File: src/rtl/pipe_hazard_ctrl.sv
// pipe_hazard_ctrl: central stall/flush controller for the five-stage pipeline.
// Drives the stall/clear inputs of the IF/ID, ID/EX, EX/MEM and MEM/WB
// registers from memory handshakes, mul/div occupancy, load-use hazards and
// EX-stage branch redirects. It also discards a wrong-path fetch response
// when a redirect lands while a fetch is still in flight.
//
// Ports:
//   clk, rst                    clock, synchronous active-high reset
//   ireq_valid, iresp_ok        fetch request outstanding / response valid
//   dreq_valid, dresp_ok        MEM data request outstanding / response valid
//   muldiv_start, muldiv_done   mul/div issue from EX / result ready
//   ex_memread, ex_rd           EX-stage load flag and destination register
//   id_rs1/2, id_rs1/2_used     ID-stage source registers and read enables
//   branch_redirect             EX resolved a taken/mispredicted branch
//   stall_F/D/E/M               hold PC, IF/ID, ID/EX, EX/MEM (combinational)
//   clr_D/E/M/W                 clear IF/ID, ID/EX, EX/MEM, MEM/WB (combinational)
//   redirect_fire               fetch loads the branch target this cycle
//   stall_cycles                (PIPE_STALL_CNT_EN only) count of stall_F cycles
//
// Build option: define PIPE_STALL_CNT_EN to add the 64-bit stall_cycles counter.

module pipe_hazard_ctrl (
  input  logic       clk,
  input  logic       rst,
  input  logic       ireq_valid,
  input  logic       iresp_ok,
  input  logic       dreq_valid,
  input  logic       dresp_ok,
  input  logic       muldiv_start,
  input  logic       muldiv_done,
  input  logic       ex_memread,
  input  logic [4:0] ex_rd,
  input  logic [4:0] id_rs1,
  input  logic [4:0] id_rs2,
  input  logic       id_rs1_used,
  input  logic       id_rs2_used,
  input  logic       branch_redirect,
  output logic       stall_F,
  output logic       stall_D,
  output logic       stall_E,
  output logic       stall_M,
  output logic       clr_D,
  output logic       clr_E,
  output logic       clr_M,
  output logic       clr_W,
`ifdef PIPE_STALL_CNT_EN
  output logic       redirect_fire,
  output logic [63:0] stall_cycles
`else
  output logic       redirect_fire
`endif
);

  localparam int unsigned REG_W = 5;
  localparam logic [REG_W-1:0] XZR = REG_W'(31);

  typedef enum logic {
    MD_IDLE = 1'b0,
    MD_BUSY = 1'b1
  } mdivState_t;

  mdivState_t mdivState, mdivStateNext;
  logic       dropPend, dropPendNext;

  logic memBusy, fetchBusy, mdBusy, loadUse;

  // Hazard terms
  assign memBusy   = dreq_valid & ~dresp_ok;
  assign fetchBusy = ireq_valid & ~iresp_ok;
  assign mdBusy    = ((mdivState == MD_BUSY) & ~muldiv_done) |
                     (muldiv_start & ~muldiv_done);
  assign loadUse   = ex_memread & (ex_rd != XZR) &
                     ((id_rs1_used & (id_rs1 == ex_rd)) |
                      (id_rs2_used & (id_rs2 == ex_rd)));

  // State registers
  always_ff @(posedge clk) begin
    if (rst) begin
      mdivState <= MD_IDLE;
      dropPend  <= 1'b0;
    end else begin
      mdivState <= mdivStateNext;
      dropPend  <= dropPendNext;
    end
  end

  // Next-state and prioritised stall/clear outputs
  always_comb begin
    stall_F       = 1'b0;
    stall_D       = 1'b0;
    stall_E       = 1'b0;
    stall_M       = 1'b0;
    clr_D         = 1'b0;
    clr_E         = 1'b0;
    clr_M         = 1'b0;
    clr_W         = 1'b0;
    redirect_fire = 1'b0;
    mdivStateNext = mdivState;
    dropPendNext  = dropPend;

    if (rst) begin
      clr_D = 1'b1;
      clr_E = 1'b1;
      clr_M = 1'b1;
      clr_W = 1'b1;
    end else if (memBusy) begin
      // Whole pipe frozen; a pending redirect stays in the held EX stage
      stall_F = 1'b1;
      stall_D = 1'b1;
      stall_E = 1'b1;
      stall_M = 1'b1;
      clr_W   = 1'b1;
    end else if (mdBusy) begin
      stall_F = 1'b1;
      stall_D = 1'b1;
      stall_E = 1'b1;
      clr_M   = 1'b1;
    end else begin
      // Redirect beats load-use: the consumer in ID is on the wrong path
      if (branch_redirect) begin
        redirect_fire = 1'b1;
        clr_D         = 1'b1;
        clr_E         = 1'b1;
      end else if (loadUse) begin
        stall_F = 1'b1;
        stall_D = 1'b1;
        clr_E   = 1'b1;
      end

      // Fetch not delivered: hold PC and bubble IF/ID unless ID is held
      if (fetchBusy) begin
        stall_F = 1'b1;
        if (!stall_D) clr_D = 1'b1;
      end

      // Response for a fetch issued before the redirect is wrong-path
      if (dropPend && iresp_ok) clr_D = 1'b1;
    end

    if (!rst) begin
      unique case (mdivState)
        MD_IDLE: if (muldiv_start && !muldiv_done && !memBusy) mdivStateNext = MD_BUSY;
        MD_BUSY: if (muldiv_done) mdivStateNext = MD_IDLE;
        default: mdivStateNext = MD_IDLE;
      endcase

      if (redirect_fire && fetchBusy) dropPendNext = 1'b1;
      else if (iresp_ok)              dropPendNext = 1'b0;
    end
  end

`ifdef PIPE_STALL_CNT_EN
  localparam int unsigned CNT_W = 64;
  logic [CNT_W-1:0] stallCnt;

  // Free-running fetch-stall counter, wraps naturally
  always_ff @(posedge clk) begin
    if (rst)          stallCnt <= '0;
    else if (stall_F) stallCnt <= stallCnt + CNT_W'(1);
  end

  assign stall_cycles = stallCnt;
`endif

endmodule

File: config.mk
export PLATFORM = sky130hd
export DESIGN_NAME = pipe_hazard_ctrl
export DESIGN_NICKNAME = d
export VERILOG_FILES = /design/src/rtl/pipe_hazard_ctrl.sv
export SDC_FILE = /design/constraint.sdc
export NUM_CORES = 1
export LEC_CHECK = 0
export ABC_AREA = 1
export CORE_MARGIN = 2
export CORE_UTILIZATION = 33
export DETAILED_ROUTE_END_ITERATION = 8
export PLACE_DENSITY = 0.92
export SYNTH_ARGS = -nofsm -noshare
export SYNTH_HDL_FRONTEND = slang
export SYNTH_SLANG_ARGS = --single-unit
File: constraint.sdc
create_clock -name clk -period 2 [get_ports clk]
set_input_delay 0.2 -clock clk [delete_from_list [all_inputs] [get_ports clk]]
set_output_delay 0.2 -clock clk [all_outputs]
set_load 0.01 [all_outputs]
# == Word level (Yosys, flattened, before mapping) ==
# Index checks and enable logic that the tools add are counted.
# totals
register_bits,2
latchBits,0
mem_bits_rw,0
romBits,0
out_inout_bits,9
mem_count,0
# op_classes
n_addsub,0
multipliers,0
div_mod_pow,0
magnitude_cmp,0
eq_ne,3
shift,0
mux,39
bitwise,14
n_reduce_logical,7
# op_table
op,n
2-to-1 mux 1 bit,38
== test 5 bit,2
bitwise AND 1 bit,8
"inequality test 5 bit, second input constant",1
logical AND 1 bit,4
NOT 1 bit,4
zero test 1 bit,2
bitwise OR 1 bit,2
one-hot mux 1 bit (2 select lines),1
nonzero test 2 bit,1

# == Depth between registers and ports, before layout ==
# Gate-level depths: netlist of run 1.
# depth
depth_word,15
depth_mapped,9
mapped_depth_nobuf,9

# == Worst setup path before layout of run 1 ==
# Ideal clock, no wire load.
# synth_path
kind,reg-to-output
start,register mdivState
end,output clr_D
arrival_time_ns,0.912
slack_ns,0.888
path_stages_with_launch,6
path_cell_list,dfxtp_1 > o21ai_2 > nand2_1 > nand2_1 > inv_1 > a21oi_2
# synth_between
elab_chain_len,5
# synth_lines
element,line_no,text
start: declaration,62,"mdivState_t mdivState, mdivStateNext;"
start signal: assignment,82,mdivState <= mdivStateNext;
bitwise AND 1 bit,70,assign mdBusy = ((mdivState == MD_BUSY) & ~muldiv_done) |
bitwise OR 1 bit,70,
2-to-1 mux 1 bit,113,end else if (mdBusy) begin
2-to-1 mux 1 bit,106,end else if (memBusy) begin
2-to-1 mux 1 bit,101,if (rst) begin
end: declaration,42,"output logic clr_D,"
# No other way between the ends.

# == Worst setup path after layout of run 1 ==
# layout_path
start,input ex_rd[2]
end,output stall_F
# layout_between
elab_chain_len,10
word_cells_on_any_way,14
classes_between,eq/ne: 3; mux: 6; bitwise: 5
# layout_lines
element,line_no,text
start: declaration,32,"input logic [4:0] ex_rd,"
"== test 5 bit, on equally long branches","73, 74",
"bitwise AND 1 bit, on equally long branches","73, 74",
bitwise OR 1 bit,73,((id_rs1_used & (id_rs1 == ex_rd)) |
bitwise AND 1 bit (*),72,assign loadUse = ex_memread & (ex_rd != XZR) &
2-to-1 mux 1 bit (*),124,end else if (loadUse) begin
2-to-1 mux 1 bit (*),120,if (branch_redirect) begin
2-to-1 mux 1 bit (*),131,if (fetchBusy) begin
2-to-1 mux 1 bit (*),113,
2-to-1 mux 1 bit (*),106,
2-to-1 mux 1 bit (*),101,
end: declaration,38,"output logic stall_F,"
# Every way passes the cells marked *; elsewhere a longest branch is shown, timed or not.

==> key figures, run 1 <==
Drt
  • DR pass1 iterations: 2
  • Total Wirelength: 1350 µm
  • Routed wire per std cell: 9.39 µm
  • Vias/cell: 4.50
  • Final ANT Viol Nets: 0
  • DRC Markers: 0
  • DR vias: 648
  • Drt initial violations: 3

Critical path
  • Worst EP required: 1.80 ns
  • Crit path max fanout: 3
  • Crit path capture type: output pin
  • Crit Path Category: input pin to output pin
  • Worst path arrival time: 1.66 ns
  • R2R depth: 5
  • CP startpoint kind: input pin

Synthesis
  • Top FF cell, synth: dfxtp_1
  • Syn Nets: 116
  • Yosys warning total: 0
  • Post-Syn Area: 430 µm²
  • Synth Register Bits: 2
  • Post-synthesis sequential area ratio: 0.0930
  • Commonest cells post-synth: 35 x nand2_1, 15 x inv_1, 10 x nor2_1
  • Fraction of registers with async set/reset: 0
  • Synth area leaders: nand2_1 31%, inv_1 13%, dfxtp_1 9.3%
  • Most frequent cell after synthesis: nand2_1
  • Top cell type by total area after synthesis: nand2_1
  • Synth Area per Inst: 4.84 µm²
  • Cells after Synth: 89
  • Distinct cells, synth: 18
  • Number of synthesized flops with an enable pin: 0
  • Top-area cell type share of the netlist area: 0.305

Power and ir drop
  • Pwr Density: 348 nW/µm²
  • Static Leak: 0.479 nW
  • Comb power frac: 0.523
  • Switching Fraction: 0.334
  • Internal: 0.000195 W
  • Max VDD drop: 0.000259 V
  • P_sw: 0.0000976 W
  • Power Total: 0.000292 W
  • Clk network pwr share: 0.332
  • Seq pwr share: 0.145

Global routing
  • Via count of the first global-routing pass: 593
  • Largest net degree at the start of global routing: 6
  • Overall Global Routing Usage: 0.187
  • Global-route wire length before repair: 1980 µm
  • Initial antenna violation count: 0
  • Gr ovfl total: 0

Timing
  • Setup TNS: 0 ns
  • RSZ-0062 raised after global routing: no
  • Min cycle time layout: 1.86 ns
  • Max-slew headroom: 0.850
  • Final Hold Viols: 0
  • Hold WS: 0.527 ns
  • Max Freq: 537 MHz
  • Endpoints failing setup: 0
  • Final Slew Violations: 0
  • Tcrit/Tclk final: 0.931
  • Worst-Margin Slew: 0.224 ns
  • Skew final: 0.00140 ns

Floorplan
  • I/O Pins: 36
  • Die span in x: 40.1 µm
  • Core ar.: 1250 µm²
  • Initial core utilization: 0.344
  • Vert. Die Dim: 40.1 µm
  • Site Rows: 13
  • Die area: 1610 µm²

Final layout
  • Area of the multi-input gates: 308 µm²
  • FF+latch area: 40.0 µm²
  • Nets: 158
  • Diode count: 0
  • Share of cells above drive strength 1: 0.171
  • Synth-to-Final Area Change: 94.8%
  • Filler cells: 131

Place
  • IO buf count: 35
  • DP Wirelength: 1150 µm
  • RD Place Congestion: 0.710

Min path
  • Hold Crit Class: flop to flop
  • Min-Delay Path Depth: 2

Clock tree
  • Clk slew on worst S/H paths: 0.03 ns
  • Clk_lat worst skew: 0.24 ns
  • CTS H-tree depth: 1
  • Hold_buf cts: 0
  • CTS Sinks: 2
  • CTS tree: built
  • Clk buf depth: 2
  • CTS root buffer: clkbuf_4
  • CTS Buf Count: 3

Run status
  • Status: complete, no violations

Job
  • Count of max-cap constraint violations: 0
## what timing repair did
action / CTS / global route
buffers inserted: 0 / 0
setup endpoints to repair: 4 / 3
gates resized for setup: 5 / 4
## critical path, stage by stage
cell	delay (ns)
clkdlybuf4s50_1	0.53
inv_2	0.06
nand2_1	0.05
nand2_1	0.05
nor2_1	0.12
nand3_1	0.10
nand2_2	0.09
nand3_1	0.12
o211ai_2	0.10
clkdlybuf4s15_1	0.25
## cell families after synthesis
family          count (synthesis)  synth area share
simple gates                   57             0.573
buf+inv                        22             0.192
compound gates                  8             0.142
flops                           2            0.0930
## metrics by stage
step,util,area [µm²],cells,setup slack [ns]
after CTS,0.663,831,144,0.0642
after floorplan,-,430,89,0.888
after global routing,0.669,838,144,0.0152
after detailed placement,0.650,815,141,-0.161
final,0.669,838,144,0.139
after global placement,0.650,815,141,-0.100
## placed cells by master, fill, tap and decap left out, types with 2 or more instances in the layout
cell type / netlist / final
dlymetal6s2s_1: 0 / 2
buf_4: 0 / 2
dfxtp_1: 2 / 2
clkbuf_4: 0 / 3
nand2_2: 3 / 3
nand2_1: 35 / 35
clkdlybuf4s50_1: 0 / 28
nor2_1: 10 / 10
inv_2: 7 / 7
nand3_1: 3 / 3
inv_1: 15 / 15
nor3_1: 2 / 2
a21oi_2: 2 / 2
a21oi_1: 2 / 2
dlygate4sd2_1: 0 / 3
clkdlybuf4s15_1: 0 / 2
## state kept, by name (all words and copies together), names as in the netlist
| name | flops |
|---|---|
| mdivState | 1 |
| dropPend | 1 |
## metal layers
layer / global-route usage / vias to the layer above / part of all wire / wire length [µm]
met1: 0.135 / 269 / 0.34 / 458
li1: - / 346 / - / -
met5: 0 / - / 0 / 0
met2: 0.411 / 31 / 0.53 / 720
met3: 0.0278 / 2 / 0.11 / 150
met4: 0.129 / 0 / 0.017 / 23
## power groups by stage
stage / clock network [W] / logic [W] / registers [W]
2_1_floorplan: 0 / 0.0000619 / 0.0000426
3_3_place_gp: 0 / 0.000155 / 0.0000427
3_5_place_dp: 0 / 0.000158 / 0.0000428
4_1_cts: 0.0000991 / 0.000154 / 0.0000423
5_1_grt: 0.0000991 / 0.000169 / 0.0000423
6_report: 0.0000970 / 0.000153 / 0.0000423
## final timing paths
| kind | from | slack [ns] | to |
|---|---|---|---|
| hold reg to reg | dropPend | 0.53 | dropPend |
| setup / recovery | ex_rd[2] | 0.14 | stall_F |
| hold / removal | dropPend | 0.53 | dropPend |
| setup reg to reg | mdivState | 0.96 | dropPend |
## area by class of cell
class / count / share of cell area
clock buffers: 3 / 0.0269
multi-input cells: 65 / 0.367
flip-flops and latches: 2 / 0.0478
repair buffers: 37 / 0.437
inverters: 22 / 0.0985
well taps: 15 / 0.0224
No activity file was read; power rests on OpenSTA's default activity.
==> inputs of run 2 (changes only) <==
- RECOVER_POWER: default -> 100
==> key figures, run 2 (synthesis results as in run 1) <==
Final layout
  • Most frequent cells in the layout: 35 x nand2_1, 25 x clkdlybuf4s50_1, 15 x inv_1
  • Nets: 158
  • Filler cells: 132
  • Final Core Density: 0.660
  • Final Cell Area: 827 µm²
  • Synth-to-Final Area Change: 92.2%
  • Share of cells above drive strength 1: 0.155
  • Diode count: 0
  • Leading cell type in the layout, fill and taps excluded: nand2_1
  • Largest registers: dropPend x1, mdivState x1

Drt
  • Routed wire per std cell: 9.40 µm
  • Final ANT Viol Nets: 0
  • DR pass1 iterations: 2
  • DRC Markers: 0
  • DR vias: 648
  • Drt initial violations: 4
  • Vias/cell: 4.50
  • Total Wirelength: 1350 µm

Floorplan
  • Core ar.: 1250 µm²
  • Site Rows: 13
  • Die area: 1610 µm²
  • I/O Pins: 36
  • Initial core utilization: 0.344
  • Vert. Die Dim: 40.1 µm
  • Die span in x: 40.1 µm

Timing
  • Final Slew Violations: 0
  • Max Freq: 523 MHz
  • Final Hold Viols: 0
  • Worst-Margin Slew: 0.223 ns
  • Max-slew headroom: 0.851
  • Min cycle time layout: 1.91 ns
  • Skew final: 0.000839 ns
  • PnR worst setup slack: 0.0877 ns
  • Hold WS: 0.527 ns
  • Endpoints failing setup: 0
  • RSZ-0062 raised after global routing: no
  • Tcrit/Tclk final: 0.956

Place
  • Placed cell areas: 815 µm²
  • DP Wirelength: 1150 µm
  • Dpl ws: -0.161 ns
  • IO buf count: 35
  • RD Place Congestion: 0.710

Clock tree
  • CTS Buf Count: 3
  • CTS tree: built
  • Clk buf depth: 2
  • CTS Sinks: 2
  • Postcts setup bufs: 0
  • Hold_buf cts: 0
  • CTS root buffer: clkbuf_4
  • Clk_lat worst skew: 0.24 ns
  • Clk slew on worst S/H paths: 0.03 ns
  • CTS H-tree depth: 1

Min path
  • Hold Crit Class: flop to flop

Global routing
  • Via count of the first global-routing pass: 593
  • Gr ovfl total: 0
  • Global-route wire length before repair: 1980 µm
  • Initial antenna violation count: 0
  • Overall Global Routing Usage: 0.187
  • Largest net degree at the start of global routing: 6

Critical path
  • Worst path arrival time: 1.71 ns
  • Crit Path Category: input pin to output pin
  • Reg2Reg Launch Point: mdivState
  • Crit path capture type: output pin
  • CP startpoint kind: input pin
  • Crit path max fanout: 4
  • Crit. Startpoint: dresp_ok
  • Critical Path Sink: redirect_fire
  • R2r endpoint: dropPend
  • Reg2Reg Setup Slack: 0.94 ns
  • R2R depth: 5
  • Worst EP required: 1.80 ns

Power and ir drop
  • Max VDD drop: 0.000259 V
  • Seq pwr share: 0.147
  • P_sw: 0.0000968 W
  • Clk network pwr share: 0.335
  • Switching Fraction: 0.335
  • Comb power frac: 0.518
  • Internal: 0.000192 W
  • Static Leak: 0.461 nW
  • Pwr Density: 349 nW/µm²

Job
  • Count of max-cap constraint violations: 0

Run status
  • Status: complete, no violations
-- run 2: cell count changes in the layout (fill, tap and decap cells not counted) --
cell	delta
clkbuf_1	+1
dlymetal6s2s_1	-1
dlygate4sd3_1	+3
nand3_1	+1
buf_4	-1
clkdlybuf4s25_1	+1
nand3_2	-1
clkdlybuf4s50_1	-3
-- run 2: cell type report --
type	instances	area (µm²)	share of cell area
timing repair buffer	37	360	0.436
inverter	22	82.6	0.0998
sequential	2	40.0	0.0484
multi-input combinational	65	303	0.366
tap	15	18.8	0.0227
clock buffer	3	22.5	0.0272
-- run 2: how the worst min path moves through the flow --
stage                     cells after the start  startpoint  slack, ns  endpoint
after floorplan                               1         rst       0.28  dropPend
after global placement                        2    dropPend       0.49  dropPend
after detailed placement                      2    dropPend       0.51  dropPend
after CTS                                     2    dropPend       0.53  dropPend
after global routing                          2    dropPend       0.54  dropPend
final                                         2    dropPend       0.53  dropPend
-- run 2: metal layers --
layer / part of all wire / GRT usage
met1: 0.34 / 0.135
met4: 0.017 / 0.129
met3: 0.11 / 0.0278
met2: 0.53 / 0.411
met5: 0 / 0
-- run 2: power groups by stage --
stage           Clock, W  Combinational, W  Sequential [W]
6_report       0.0000968          0.000150       0.0000423
5_1_grt        0.0000991          0.000166       0.0000423
4_1_cts        0.0000991          0.000154       0.0000423
3_5_place_dp           0          0.000158       0.0000428
3_3_place_gp           0          0.000155       0.0000427
2_1_floorplan          0         0.0000619       0.0000426
-- run 2: what timing repair did --
action,CTS,global route
resized for setup,5,4
endpoints found under the setup margin,4,3
pin swaps,0,0
endpoints found under the hold margin,0,0
-- run 2: critical path: stages --
cell             delay (ns)
clkdlybuf4s50_1        0.45
nor2_1                 0.06
inv_2                  0.05
clkbuf_1               0.16
nand3_1                0.14
nor2_4                 0.11
clkdlybuf4s50_1        0.54
-- run 2: through the flow --
step                TNS, ns  power [W]  cells
floorplan                 0   0.000104     89
global placement     -0.315   0.000198    141
detailed placement   -0.511   0.000201    141
CTS                       0   0.000295    144
global route              0   0.000307    144
finish                    0   0.000289    144
==> inputs of run 3 (changes only) <==
- CORE_UTILIZATION: 33 -> 30
- PLACE_DENSITY: 0.92 -> 0.86
==> key figures, run 3 (synthesis results as in run 1) <==
Run status
  • Status: complete, no violations

Final layout
  • Leading cell type in the layout, fill and taps excluded: nand2_1
  • Layout Cells excl Fill: 145
  • Diode count: 0
  • Synth-to-Final Area Change: 92.4%
  • Share of cells above drive strength 1: 0.162
  • Largest registers: dropPend x1, mdivState x1
  • Nets: 159
  • Most frequent cells in the layout: 36 x nand2_1, 25 x clkdlybuf4s50_1, 15 x inv_1
  • Filler cells: 143

Clock tree
  • CTS tree: built
  • Clk_lat worst skew: 0.22 ns
  • Postcts setup bufs: 0
  • Hold_buf cts: 0
  • Clk slew on worst S/H paths: 0.03 ns
  • CTS root buffer: clkbuf_4
  • CTS H-tree depth: 1
  • CTS Sinks: 2
  • Clk buf depth: 2
  • CTS Buf Count: 3

Critical path
  • Crit path capture type: output pin
  • Worst path arrival time: 1.67 ns
  • Reg2Reg Setup Slack: 0.98 ns
  • Crit Path Category: input pin to output pin
  • CP max stage cell: dlygate4sd3_1
  • Crit path max fanout: 5
  • Worst EP required: 1.80 ns
  • Worst path max stage delay: 0.64 ns
  • CP startpoint kind: input pin
  • Crit path cell chain: dlygate4sd3_1 -> buf_4 -> nor2_4 -> clkdlybuf4s50_1

Timing
  • Skew final: 0.00113 ns
  • Endpoints failing setup: 0
  • Max-slew headroom: 0.833
  • Final Hold Viols: 0
  • Final Slew Violations: 0
  • Min cycle time layout: 1.87 ns
  • Max Freq: 536 MHz
  • RSZ-0062 raised after global routing: no
  • Tcrit/Tclk final: 0.933
  • Setup TNS: 0 ns
  • Worst-Margin Slew: 0.250 ns

Global routing
  • Overall Global Routing Usage: 0.167
  • Initial antenna violation count: 0
  • Gr ovfl total: 0
  • Via count of the first global-routing pass: 638
  • Global-route wire length before repair: 2300 µm
  • Largest net degree at the start of global routing: 6

Drt
  • Vias/cell: 4.44
  • Total Wirelength: 1340 µm
  • DR vias: 644
  • Drt initial violations: 5
  • Routed wire per std cell: 9.27 µm
  • DRC Markers: 0
  • DR pass1 iterations: 4
  • Final ANT Viol Nets: 0

Place
  • DP Wirelength: 1130 µm
  • IO buf count: 35
  • RD Place Congestion: 0.844
  • Placed Cells: 142

Power and ir drop
  • Clk network pwr share: 0.311
  • Internal: 0.000192 W
  • Seq pwr share: 0.152
  • Max VDD drop: 0.000254 V
  • Static Leak: 0.465 nW
  • Comb power frac: 0.537
  • P_sw: 0.0000870 W
  • Pwr Density: 336 nW/µm²
  • Switching Fraction: 0.312

Floorplan
  • Core ar.: 1320 µm²
  • Initial core utilization: 0.327
  • Site Rows: 13
  • Vert. Die Dim: 41.9 µm
  • I/O Pins: 36
  • Die span in x: 41.9 µm
  • Die area: 1750 µm²

Job
  • Count of max-cap constraint violations: 0

Min path
  • Hold Crit Class: flop to flop
-- run 3: metal layers --
metal  GRT usage  routed length (µm)
met2       0.328                 678
met1       0.152                 545
met3      0.0478                 121
met4      0.0774                   0
met5           0                   0
-- run 3: critical path, delay by kind of cell --
family / cells / cell delay [ns]
buffers and inverters: 3 / 1.36
and+or+nand+nor: 1 / 0.10
-- run 3: stage by stage --
step	worst slack, ns	power [W]	utilization	instance area (µm²)	hold WS, ns
floorplan	0.888	0.000104	-	430	0.277
global placement	-0.0996	0.000200	0.624	822	0.496
detailed placement	-0.156	0.000202	0.624	822	0.515
CTS	0.0769	0.000288	0.634	836	0.521
global route	0.0376	0.000303	0.629	828	0.551
finish	0.135	0.000279	0.629	828	0.516
-- run 3: area by class of cell --
class                   instances  area [µm²]  share of cell area
repair buffers                 38         364               0.440
multi-input cells              65         300               0.363
inverters                      22        82.6              0.0997
flip-flops and latches          2        40.0              0.0483
clock buffers                   3        22.5              0.0272
well taps                      15        18.8              0.0227
-- run 3: timing repair --
item | 4_1_cts | 5_1_grt
endpoints found under the setup margin | 4 | 1
resized for setup | 7 | 1
cloned | 0 | 0
-- run 3: power by group through the flow --
stage | sequential (W) | clock [W] | combinational (W)
after floorplan | 0.0000426 | 0 | 0.0000619
after global placement | 0.0000427 | 0 | 0.000157
after detailed placement | 0.0000428 | 0 | 0.000160
after CTS | 0.0000424 | 0.0000919 | 0.000154
after global routing | 0.0000425 | 0.0000954 | 0.000165
final | 0.0000424 | 0.0000865 | 0.000150
-- run 3: path summary, 6_finish.rpt --
kind | from | end | cells after the start
setup reg to reg | mdivState | dropPend | 5
setup / recovery | rst | redirect_fire | 4
hold reg to reg | dropPend | dropPend | 2
hold / removal | dropPend | dropPend | 2
